--- src/rtl/mem_loader_pkg.sv ---
// Shared definitions for the streaming memory loader: FSM states, header
// field positions and write-target codes.
package mem_loader_pkg;

  typedef enum logic [3:0] {
    ST_HDR,
    ST_ADDR_LO,
    ST_ADDR_HI,
    ST_CNT_LO,
    ST_CNT_HI,
    ST_DATA,
    ST_WRITE,
    ST_HOLD,
    ST_DONE,
    ST_ERROR
  } state_t;

  localparam int         TGT_BIT       = 0;
  localparam int         LAST_BIT      = 7;
  localparam logic [7:0] HDR_RSVD_MASK = 8'h7E;

  localparam logic TGT_IM = 1'b0;
  localparam logic TGT_DM = 1'b1;

  localparam logic [3:0] WORD_EN = 4'b1111;

  // States in which a stream byte may be consumed.
  function automatic logic accepts_input(input state_t s);
    logic ok;
    ok = 1'b0;
    case (s)
      ST_HDR, ST_ADDR_LO, ST_ADDR_HI, ST_CNT_LO, ST_CNT_HI, ST_DATA: ok = 1'b1;
      default: ok = 1'b0;
    endcase
    return ok;
  endfunction

endpackage

--- src/rtl/mem_loader_word_assembler.sv ---
// Collects four stream bytes into a little-endian 32-bit word; the first
// byte received ends up in bits [7:0].
module word_assembler (
  input  logic        clk,
  input  logic        rst,
  input  logic        clear,
  input  logic        shift_en,
  input  logic [7:0]  byte_in,
  output logic [31:0] word,
  output logic        word_full
);

  logic [1:0]  byte_cnt_reg;
  logic [31:0] word_reg;

  // High when the byte being shifted in this cycle completes the word.
  assign word_full = shift_en && (byte_cnt_reg == 2'd3);
  assign word      = word_reg;

  always_ff @(posedge clk) begin
    if (rst || clear) begin
      byte_cnt_reg <= 2'd0;
      word_reg     <= 32'h0;
    end else if (shift_en) begin
      byte_cnt_reg <= byte_cnt_reg + 2'd1;
      word_reg     <= {byte_in, word_reg[31:8]};
    end
  end

endmodule

--- src/rtl/mem_loader.sv ---
// Parses framed load records from a byte stream, writes words into IM/DM and
// keeps the CPU in reset until the final frame plus a hold-off has elapsed.
module mem_loader
  import mem_loader_pkg::*;
#(
  parameter int HOLD_CYCLES = 4
) (
  input  logic        clk,
  input  logic        rst,
  input  logic        in_valid,
  input  logic [7:0]  in_data,
  output logic        in_ready,
  output logic [3:0]  im_w_en,
  output logic [3:0]  dm_w_en,
  output logic [15:0] mem_address,
  output logic [31:0] mem_write_data,
  output logic        cpu_rst,
  output logic        load_done,
  output logic        load_err
);

  localparam int HOLD_W = (HOLD_CYCLES > 1) ? $clog2(HOLD_CYCLES) : 1;

  state_t              state_reg, state_next;
  state_t              frame_end_state;
  logic [15:0]         addr_reg, addr_next;
  logic [15:0]         remaining_reg, remaining_next;
  logic                tgt_reg, tgt_next;
  logic                last_reg, last_next;
  logic [HOLD_W-1:0]   hold_cnt_reg, hold_cnt_next;
  logic                in_ready_reg;
  logic [3:0]          im_w_en_reg, dm_w_en_reg;
  logic                cpu_rst_reg, load_done_reg, load_err_reg;

  logic                xfer;
  logic                asm_clear, asm_shift, word_full;
  logic [31:0]         word;
  logic [15:0]         count_in;

  assign xfer      = in_valid && in_ready_reg;
  assign asm_shift = (state_reg == ST_DATA) && xfer;
  assign asm_clear = (state_reg == ST_HDR) || (state_reg == ST_WRITE);
  // CNT_LO is parked in the low byte of the remaining counter until CNT_HI arrives.
  assign count_in  = {in_data, remaining_reg[7:0]};

  word_assembler u_word_assembler (
    .clk       (clk),
    .rst       (rst),
    .clear     (asm_clear),
    .shift_en  (asm_shift),
    .byte_in   (in_data),
    .word      (word),
    .word_full (word_full)
  );

  always_comb begin
    frame_end_state = ST_HDR;
    if (last_reg) begin
      frame_end_state = (HOLD_CYCLES == 0) ? ST_DONE : ST_HOLD;
    end
  end

  always_comb begin
    state_next     = state_reg;
    addr_next      = addr_reg;
    remaining_next = remaining_reg;
    tgt_next       = tgt_reg;
    last_next      = last_reg;
    hold_cnt_next  = hold_cnt_reg;

    case (state_reg)
      ST_HDR: begin
        if (xfer) begin
          if ((in_data & HDR_RSVD_MASK) != 8'h00) begin
            state_next = ST_ERROR;
          end else begin
            tgt_next   = in_data[TGT_BIT];
            last_next  = in_data[LAST_BIT];
            state_next = ST_ADDR_LO;
          end
        end
      end
      ST_ADDR_LO: begin
        if (xfer) begin
          addr_next  = {addr_reg[15:8], in_data[7:2], 2'b00};
          state_next = ST_ADDR_HI;
        end
      end
      ST_ADDR_HI: begin
        if (xfer) begin
          addr_next  = {in_data, addr_reg[7:0]};
          state_next = ST_CNT_LO;
        end
      end
      ST_CNT_LO: begin
        if (xfer) begin
          remaining_next = {remaining_reg[15:8], in_data};
          state_next     = ST_CNT_HI;
        end
      end
      ST_CNT_HI: begin
        if (xfer) begin
          remaining_next = count_in;
          hold_cnt_next  = '0;
          state_next     = (count_in != 16'd0) ? ST_DATA : frame_end_state;
        end
      end
      ST_DATA: begin
        if (word_full) begin
          state_next = ST_WRITE;
        end
      end
      ST_WRITE: begin
        addr_next      = addr_reg + 16'd4;
        remaining_next = remaining_reg - 16'd1;
        hold_cnt_next  = '0;
        state_next     = (remaining_reg != 16'd1) ? ST_DATA : frame_end_state;
      end
      ST_HOLD: begin
        if (hold_cnt_reg == HOLD_W'(HOLD_CYCLES - 1)) begin
          state_next = ST_DONE;
        end else begin
          hold_cnt_next = hold_cnt_reg + HOLD_W'(1);
        end
      end
      ST_DONE, ST_ERROR: begin
        state_next = state_reg;
      end
      default: begin
        state_next = ST_HDR;
      end
    endcase
  end

  // Handshake and status flags are decoded from the next state so they line
  // up with the state they describe.
  always_ff @(posedge clk) begin
    if (rst) begin
      state_reg     <= ST_HDR;
      addr_reg      <= 16'h0;
      remaining_reg <= 16'h0;
      tgt_reg       <= TGT_IM;
      last_reg      <= 1'b0;
      hold_cnt_reg  <= '0;
      in_ready_reg  <= 1'b0;
      im_w_en_reg   <= 4'h0;
      dm_w_en_reg   <= 4'h0;
      cpu_rst_reg   <= 1'b1;
      load_done_reg <= 1'b0;
      load_err_reg  <= 1'b0;
    end else begin
      state_reg     <= state_next;
      addr_reg      <= addr_next;
      remaining_reg <= remaining_next;
      tgt_reg       <= tgt_next;
      last_reg      <= last_next;
      hold_cnt_reg  <= hold_cnt_next;
      in_ready_reg  <= accepts_input(state_next);
      im_w_en_reg   <= (state_next == ST_WRITE && tgt_next == TGT_IM) ? WORD_EN : 4'h0;
      dm_w_en_reg   <= (state_next == ST_WRITE && tgt_next == TGT_DM) ? WORD_EN : 4'h0;
      cpu_rst_reg   <= (state_next != ST_DONE);
      load_done_reg <= (state_next == ST_DONE);
      load_err_reg  <= (state_next == ST_ERROR);
    end
  end

  assign in_ready       = in_ready_reg;
  assign im_w_en        = im_w_en_reg;
  assign dm_w_en        = dm_w_en_reg;
  assign mem_address    = addr_reg;
  assign mem_write_data = word;
  assign cpu_rst        = cpu_rst_reg;
  assign load_done      = load_done_reg;
  assign load_err       = load_err_reg;

endmodule
--- config.mk ---
export PLATFORM = sky130hd
export DESIGN_NAME = mem_loader
export DESIGN_NICKNAME = d
export VERILOG_FILES = /design/src/rtl/mem_loader_pkg.sv /design/src/rtl/mem_loader_word_assembler.sv /design/src/rtl/mem_loader.sv
export SDC_FILE = /design/constraint.sdc
export NUM_CORES = 1
export LEC_CHECK = 0
export ABC_CLOCK_PERIOD_IN_PS = 2050
export CAP_MARGIN = 20
export CORE_ASPECT_RATIO = 1.1
export CORE_MARGIN = 2
export CORE_UTILIZATION = 45
export DETAILED_ROUTE_END_ITERATION = 10
export PLACE_DENSITY = 0.7
export SLEW_MARGIN = 20
export SYNTH_ARGS = -nofsm -noshare
export SYNTH_HDL_FRONTEND = slang
export SYNTH_SLANG_ARGS = --single-unit
--- constraint.sdc ---
create_clock -name clk -period 2.05 [get_ports clk]
set_input_delay 0.41 -clock clk [delete_from_list [all_inputs] [get_ports clk]]
set_output_delay 0.41 -clock clk [all_outputs]
set_load 0.01 [all_outputs]
==> results of run 1 <==
-- per-stage QoR --
| step | TNS (ps) | instance area (sq um) | hold slack [ps] | total power [mW] |
|---|---|---|---|---|
| 2_1_floorplan | 0 | 4010 | 440 | 1.92 |
| 3_3_place_gp | -5370 | 5130 | 441 | 2.22 |
| 3_5_place_dp | -5770 | 5130 | 447 | 2.22 |
| 4_1_cts | 0 | 5320 | 459 | 3.30 |
| 5_1_grt | 0 | 5350 | 486 | 3.45 |
| 6_report | 0 | 5350 | 457 | 3.31 |
-- power by group through the flow --
stage / sequential (mW) / clock, mW / combinational [mW]
2_1_floorplan: 1.61 / 0 / 0.307
3_3_place_gp: 1.63 / 0 / 0.590
3_5_place_dp: 1.62 / 0 / 0.594
4_1_cts: 1.59 / 1.11 / 0.599
5_1_grt: 1.60 / 1.17 / 0.673
6_report: 1.59 / 1.10 / 0.621
-- cell type report --
class	instances	area, sq um
well taps	114	143
multi-input cells	394	2270
clock buffers	10	138
fillers	801	3380
inverters	11	41.3
repair buffers	122	1150
clock inverters	6	45.0
flip-flops and latches	78	1560
-- layer usage --
metal	vias to the layer above	track usage, %	part of all wire (%)
li1	2057	-	-
met1	1994	32.6	44
met2	164	39.6	47
met3	28	5.12	6.5
met4	0	12.5	2.4
met5	-	0	0
-- worst max-delay path by stage --
stage               slack [ps]  cells past startpoint                                to        startpoint
floorplan                  200                      6  u_word_assembler.byte_cnt_reg[0]      state_reg[2]
global placement          -380                      9                           cpu_rst        in_data[1]
detailed placement        -390                      9                           cpu_rst        in_data[1]
CTS                        0.1                      9                           cpu_rst        in_data[1]
global route                 6                      5                        dm_w_en[2]  remaining_reg[5]
finish                      90                      7                        dm_w_en[2]        in_data[1]
-- cells in the final DEF (no fill, tap or decap), drive strengths merged, types with 3 or more instances in the layout --
master / instances
o21ai: 27
or3: 5
clkbuf: 10
and2: 4
clkinvlp: 3
o31a: 4
clkdlybuf4s50: 68
inv: 13
dfxtp: 78
mux2i: 4
a31oi: 6
nor4: 8
a211oi: 6
or3b: 3
nor3: 17
o22ai: 4
a31o: 3
ha: 6
nor2b: 7
nand2b: 5
o31ai: 4
and3: 7
a221oi: 5
buf: 54
nand4: 9
a21oi: 58
nand3: 11
nand2: 99
o211ai: 4
nor2: 42
nor3b: 4
-- worst register-to-register path: cells and delay by family, from the launching register on --
kind,cells,cell delay [ps]
AND/OR/NAND/NOR,4,1360
flip-flops,1,370
AO/OA/AOI/OAI,1,150
-- synthesized netlist by cell type (5+ instances only) --
master and n:
a211oi_1 6, a21oi_1 58, a221oi_1 5, a31oi_1 6
and3_1 7, buf_2 7, buf_4 8, clkbuf_1 26
dfxtp_1 78, ha_1 6, inv_1 11, nand2_1 99
nand2b_1 5, nand3_1 11, nand4_1 9, nor2_1 42
nor2b_1 7, nor3_1 17, nor4_1 7, o21ai_0 27
-- timing repair --
action	4_1_cts	5_1_grt
resized for setup	0	9
setup buffers	0	0
endpoints found under the setup margin	0	19
endpoints found under the hold margin	0	0
-- cells by family after synthesis --
family / Yosys count
AO/OA/AOI/OAI: 144
XOR/XNOR: 2
adder cells (fa/ha/maj): 6
buffers and inverters: 54
flip-flops: 78
multiplexers: 5
other: 1
AND/OR/NAND/NOR: 234
==> impl_results.md, run 1 <==
- Status: finished, final reports clean
- FF-to-FF Start: remaining_reg[5]
- Reg2reg end: dm_w_en[2]
- Die H: roughly 100 um
- Global-route wire length before repair: between 15 and 20 mm
- Largest net degree at the start of global routing: 38
- Root Buffer: clkbuf_8
- Share of layout cells above drive strength 1: between 10% and 20%
- Initial core utilization: a little under half
- Switching share of power: a little under a third
- Routed wire per std cell: ~16 um
- Post-synth ARST share: 0%
- Vias per std cell: ~5.8
- Largest family of logic cells by synthesized area: simple AND/OR/NAND/NOR gates
- Post-Syn Area: ~0.0040 sq mm
- Max reg flops: 32
- Final setup viols: 0
- Most area-hungry cell type in the Yosys netlist: dfxtp_1
- CP cell instances: clkdlybuf4s50_1 > nor4_1 > buf_4 > and2_1 > a31oi_1 > or3_4 > nor3_1
- Io pins: a little over 70
- Synth Area in Compound Gates: between 20% and 30%
- Rel. slew slack: a little under two fifths
- CP Launch Type: primary input
- Seq pwr share: between 40% and 50%
- Routability cong.: approximately 0.91
- Synth area leaders: dfxtp_1, nand2_1, a21oi_1, nor2_1, o21ai_0
- Final min period: about 2000 ps
- Synth Warn #: 0
- CTS sink cnt: a little under 80
- CP top delay family: simple AND/OR/NAND/NOR gates
- DRC viols: 0
- Sequential element share of the synthesized area: 39.0%
- Synth Register Bits: a little under 80
- Internal power: 2.31 mW
- Critical Path End Type: flip-flop
- Worst vdd ir: 0.000357 V
- Final Max Tran Viols: 0
- Final #Nets: roughly 630
- Final Util: between 60% and 70%
- DP Worst Slack: -390 ps
- CTS tree: done
- Hold Path Origin: u_word_assembler.word[6]
- Area Growth Syn to Fin: 33.7%
- Die X: between 90 and 100 um
- Synth top area share: between 30% and 40%
- Antenna violations before repair: 0
- Slowest CP cell: clkdlybuf4s50_1
- Top achievable clock speed: 511 MHz
- Clock power frac: around a third
- Post-synth EDFFs: 0
- TritonCTS buffer count: 9
- Fin cells: between 700 and 800
- Worst min path class: flip-flop to flip-flop
- Slowest cell delay on critical path: 470 ps
- Avg Inst Size Synth: about 7.6 sq um
- Leakage power: just under 2 nW
- Cells on worst reg2reg path: 5
- Placed cell count: ~720
- Switching Power: around 1 mW
- Post-DP HPWL: 8.34 mm
- # rows: 36
- Final worst path period share: between 90% and 100%
- Clk_lat worst skew: roughly 380 ps
- # H-tree levels: 3
- Mux cell area share after synthesis: 1.28%
- DRT iter0 DRCs: between 200 and 300
- R2R setup slack: approximately 100 ps
- Post-synthesis simple-gate area fraction: ~29%
- RSZ-0062 raised after global routing: no
- CTS clk-pin slew, worst paths: 80 ps
- Total gr overflow: 0
- Clock Skew: 9.16 ps
- GRT Overall Usage: ~25%
- Gate power share: a little under a fifth
- Mapped Cells: about 520
- CTS max path bufs: 2
- Maximum fanout along the worst path: 3
- CORE AREA: ~0.0087 sq mm
- Antenna cell count: 0
- Post-synthesis adder-cell area fraction: 1.88%
- Worst path required time: between 2000 and 2500 ps
- Xor/xnor share of the synthesized area: less than 1%
- CP arrival: between 2000 and 2500 ps
- WS Path Type: primary input to flip-flop
- Vias: around 4,200
- Antenna-violating nets left: 0
- Die ar.: about 0.0097 sq mm
- Detailed Routing Iterations Pass 1: 5
- Drt total wl: around 12 mm
- Pwr dens: 618 mW/mm^2
- Number of global-route vias before repair: just under 4,000
- Max Cap Viol: 0
- Synth unique cells: 65
- WP buf/inv: 2
- Cts hold-fix bufs: 0
- Hold Path Stages: 2
- Worst-margin pin slew: 928 ps
- Slack of the critical path: 94.1 ps
- Worst hold endpoint: u_word_assembler.word[6]
- Count of final hold-check violations: 0
- IO buf count: 68
- Top FF cell, synth: dfxtp_1
Note: power is estimated with default switching activity, not from simulation.
==> inputs of run 2 (changes only) <==
Settings changed: ABC_CLOCK_PERIOD_IN_PS 2050 to default, CORE_UTILIZATION 45 to 40, PLACE_DENSITY 0.7 to default.
==> impl_results.md, run 2 (synthesis gave the netlist of run 1 again) <==
- Status: finished, final reports clean
- Rel. slew slack: around 34%
- Maximum fanout along the worst path: 6
- TritonCTS buffer count: 9
- IO buf count: slightly below 70
- Drt total wl: about 12 mm
- GRT Overall Usage: 22.3%
- Die X: just under 100 um
- Worst path required time: about 2300 ps
- Root Buffer: clkbuf_8
- Clock Skew: about 14 ps
- Slowest cell delay on critical path: slightly below 600 ps
- Worst min path class: flip-flop to flip-flop
- Commonest non-fill, non-tap cell in the layout: nand2_1
- Worst-margin pin slew: just under 1000 ps
- CP cell instances: or4_4 > nor4_4 > a31oi_2 > or3_4 > nor3_2
- Seq pwr share: between 40% and 50%
- Gate power share: roughly 18%
- CTS clk-pin slew, worst paths: ~90 ps
- DP Worst Slack: -404 ps
- Initial core utilization: 40.9%
- Leakage power: roughly 1.9 nW
- Final Max Tran Viols: 0
- Critical Path End Type: flip-flop
- Max reg flops: 32
- Cells on worst reg2reg path: 5
- Final min period: 1980 ps
- Routed wire per std cell: 16.1 um
- Die H: 109 um
- Switching share of power: between 20% and 30%
- R2R setup slack: 70 ps
- Die ar.: 0.0108 sq mm
- Share of layout cells above drive strength 1: ~15%
- Detailed Routing Iterations Pass 1: 5
- Top achievable clock speed: slightly above 500 MHz
- Antenna violations before repair: 0
- Final worst path period share: 96.8%
- Clk_lat worst skew: between 300 and 400 ps
- Area Growth Syn to Fin: 34.1%
- CTS tree: done
- DRT iter0 DRCs: around 170
- Critical path launch point: remaining_reg[5]
- Antenna cell count: 0
- Post-DP HPWL: about 8.3 mm
- DRC viols: 0
- Vias per std cell: 5.65
- CTS max path bufs: 2
- Worst hold endpoint: u_word_assembler.word[5]
- FF-to-FF Start: remaining_reg[5]
- Pwr dens: approximately 640 mW/mm^2
- Slack of the critical path: ~66 ps
- Final setup viols: 0
- CORE AREA: approximately 0.0098 sq mm
- Routability cong.: 0.879
- Antenna-violating nets left: 0
- Count of final hold-check violations: 0
- Reg2reg end: im_w_en[2]
- # H-tree levels: 3
- WS Path Type: flip-flop to flip-flop
- Worst vdd ir: approximately 0.00033 V
- CTS sink cnt: between 70 and 80
- Global-route wire length before repair: between 15 and 20 mm
- Post-Route Hold Slack: about 460 ps
- Hold Path Stages: 2
- # rows: 38
- Io pins: slightly above 70
- Hold Path Origin: u_word_assembler.word[5]
- Most frequent cells in the layout: nand2_1, dfxtp_1, clkdlybuf4s50_1
- Switching Power: 1.02 mW
- Max Cap Viol: 0
- Clock power frac: 35.7%
- Internal power: ~2.4 mW
- Number of global-route vias before repair: roughly 3,800
- Cts hold-fix bufs: 0
- Total gr overflow: 0
- Final #Nets: roughly 630
- Vias: ~4,200
- CP Launch Type: flip-flop
- CP arrival: roughly 2300 ps
- Largest net degree at the start of global routing: 38
- Slowest CP cell: or4_4
## run 2: cell types whose count changed in the layout (fill, tap and decap cells not counted), moves of 2 or more
cell and delta:
clkinv_4 +2, nor3_1 -2, clkinvlp_4 -3, buf_12 -2, nor3_2 +2, buf_4 +2
## run 2: power groups by stage
stage                     Clock [mW]  Combinational (mW)  Sequential, mW
after floorplan                    0               0.307            1.61
after global placement             0               0.575            1.62
after detailed placement           0               0.578            1.62
after CTS                       1.26               0.582            1.59
after global routing            1.31               0.654            1.60
final                           1.22               0.606            1.59
## run 2: worst max-delay path by stage
stage	to	slack, ps	cells after the start
after floorplan	u_word_assembler.byte_cnt_reg[0]	200	6
after global placement	cpu_rst	-350	8
after detailed placement	cpu_rst	-400	8
after CTS	im_w_en[2]	40	6
after global routing	dm_w_en[2]	-40	5
final	im_w_en[2]	70	5
## run 2: layout make-up
cell class	count	area (sq um)
inverters	11	41.3
clock inverters	7	81.3
well taps	120	150
repair buffers	122	1120
fillers	933	4420
clock buffers	9	124
flip-flops and latches	78	1560
multi-input cells	394	2290
## run 2: critical path: cells and delay by family, from the launching register on
| kind | cells | cell delay, ps |
|---|---|---|
| simple gates | 4 | 1370 |
| flops | 1 | 370 |
| compound gates | 1 | 160 |
## run 2: repair_timing
action	4_1_cts	5_1_grt
endpoints found under the hold margin	0	0
buffers inserted	0	2
setup endpoints to repair	2	18
pin swaps	0	2
cloned	0	1
gates resized for setup	1	9
## run 2: layer usage
metal	GRT usage, %	wire, um	part of all wire [%]
met1	30.5	5440	46
met5	0	0	0
met4	12.1	379	3.2
met2	34.0	5400	45
met3	2.82	718	6.0
## run 2: stage by stage
stage / std cells / instance area, sq um / utilization (%) / TNS (ps) / total power, mW
CTS: 738 / 5310 / 54.2 / 0 / 3.43
detailed placement: 722 / 5100 / 52.1 / -4100 / 2.20
global route: 741 / 5370 / 54.8 / -55.5 / 3.56
finish: 741 / 5370 / 54.8 / 0 / 3.42
global placement: 722 / 5100 / 52.1 / -3380 / 2.20
floorplan: 525 / 4010 / - / 0 / 1.92
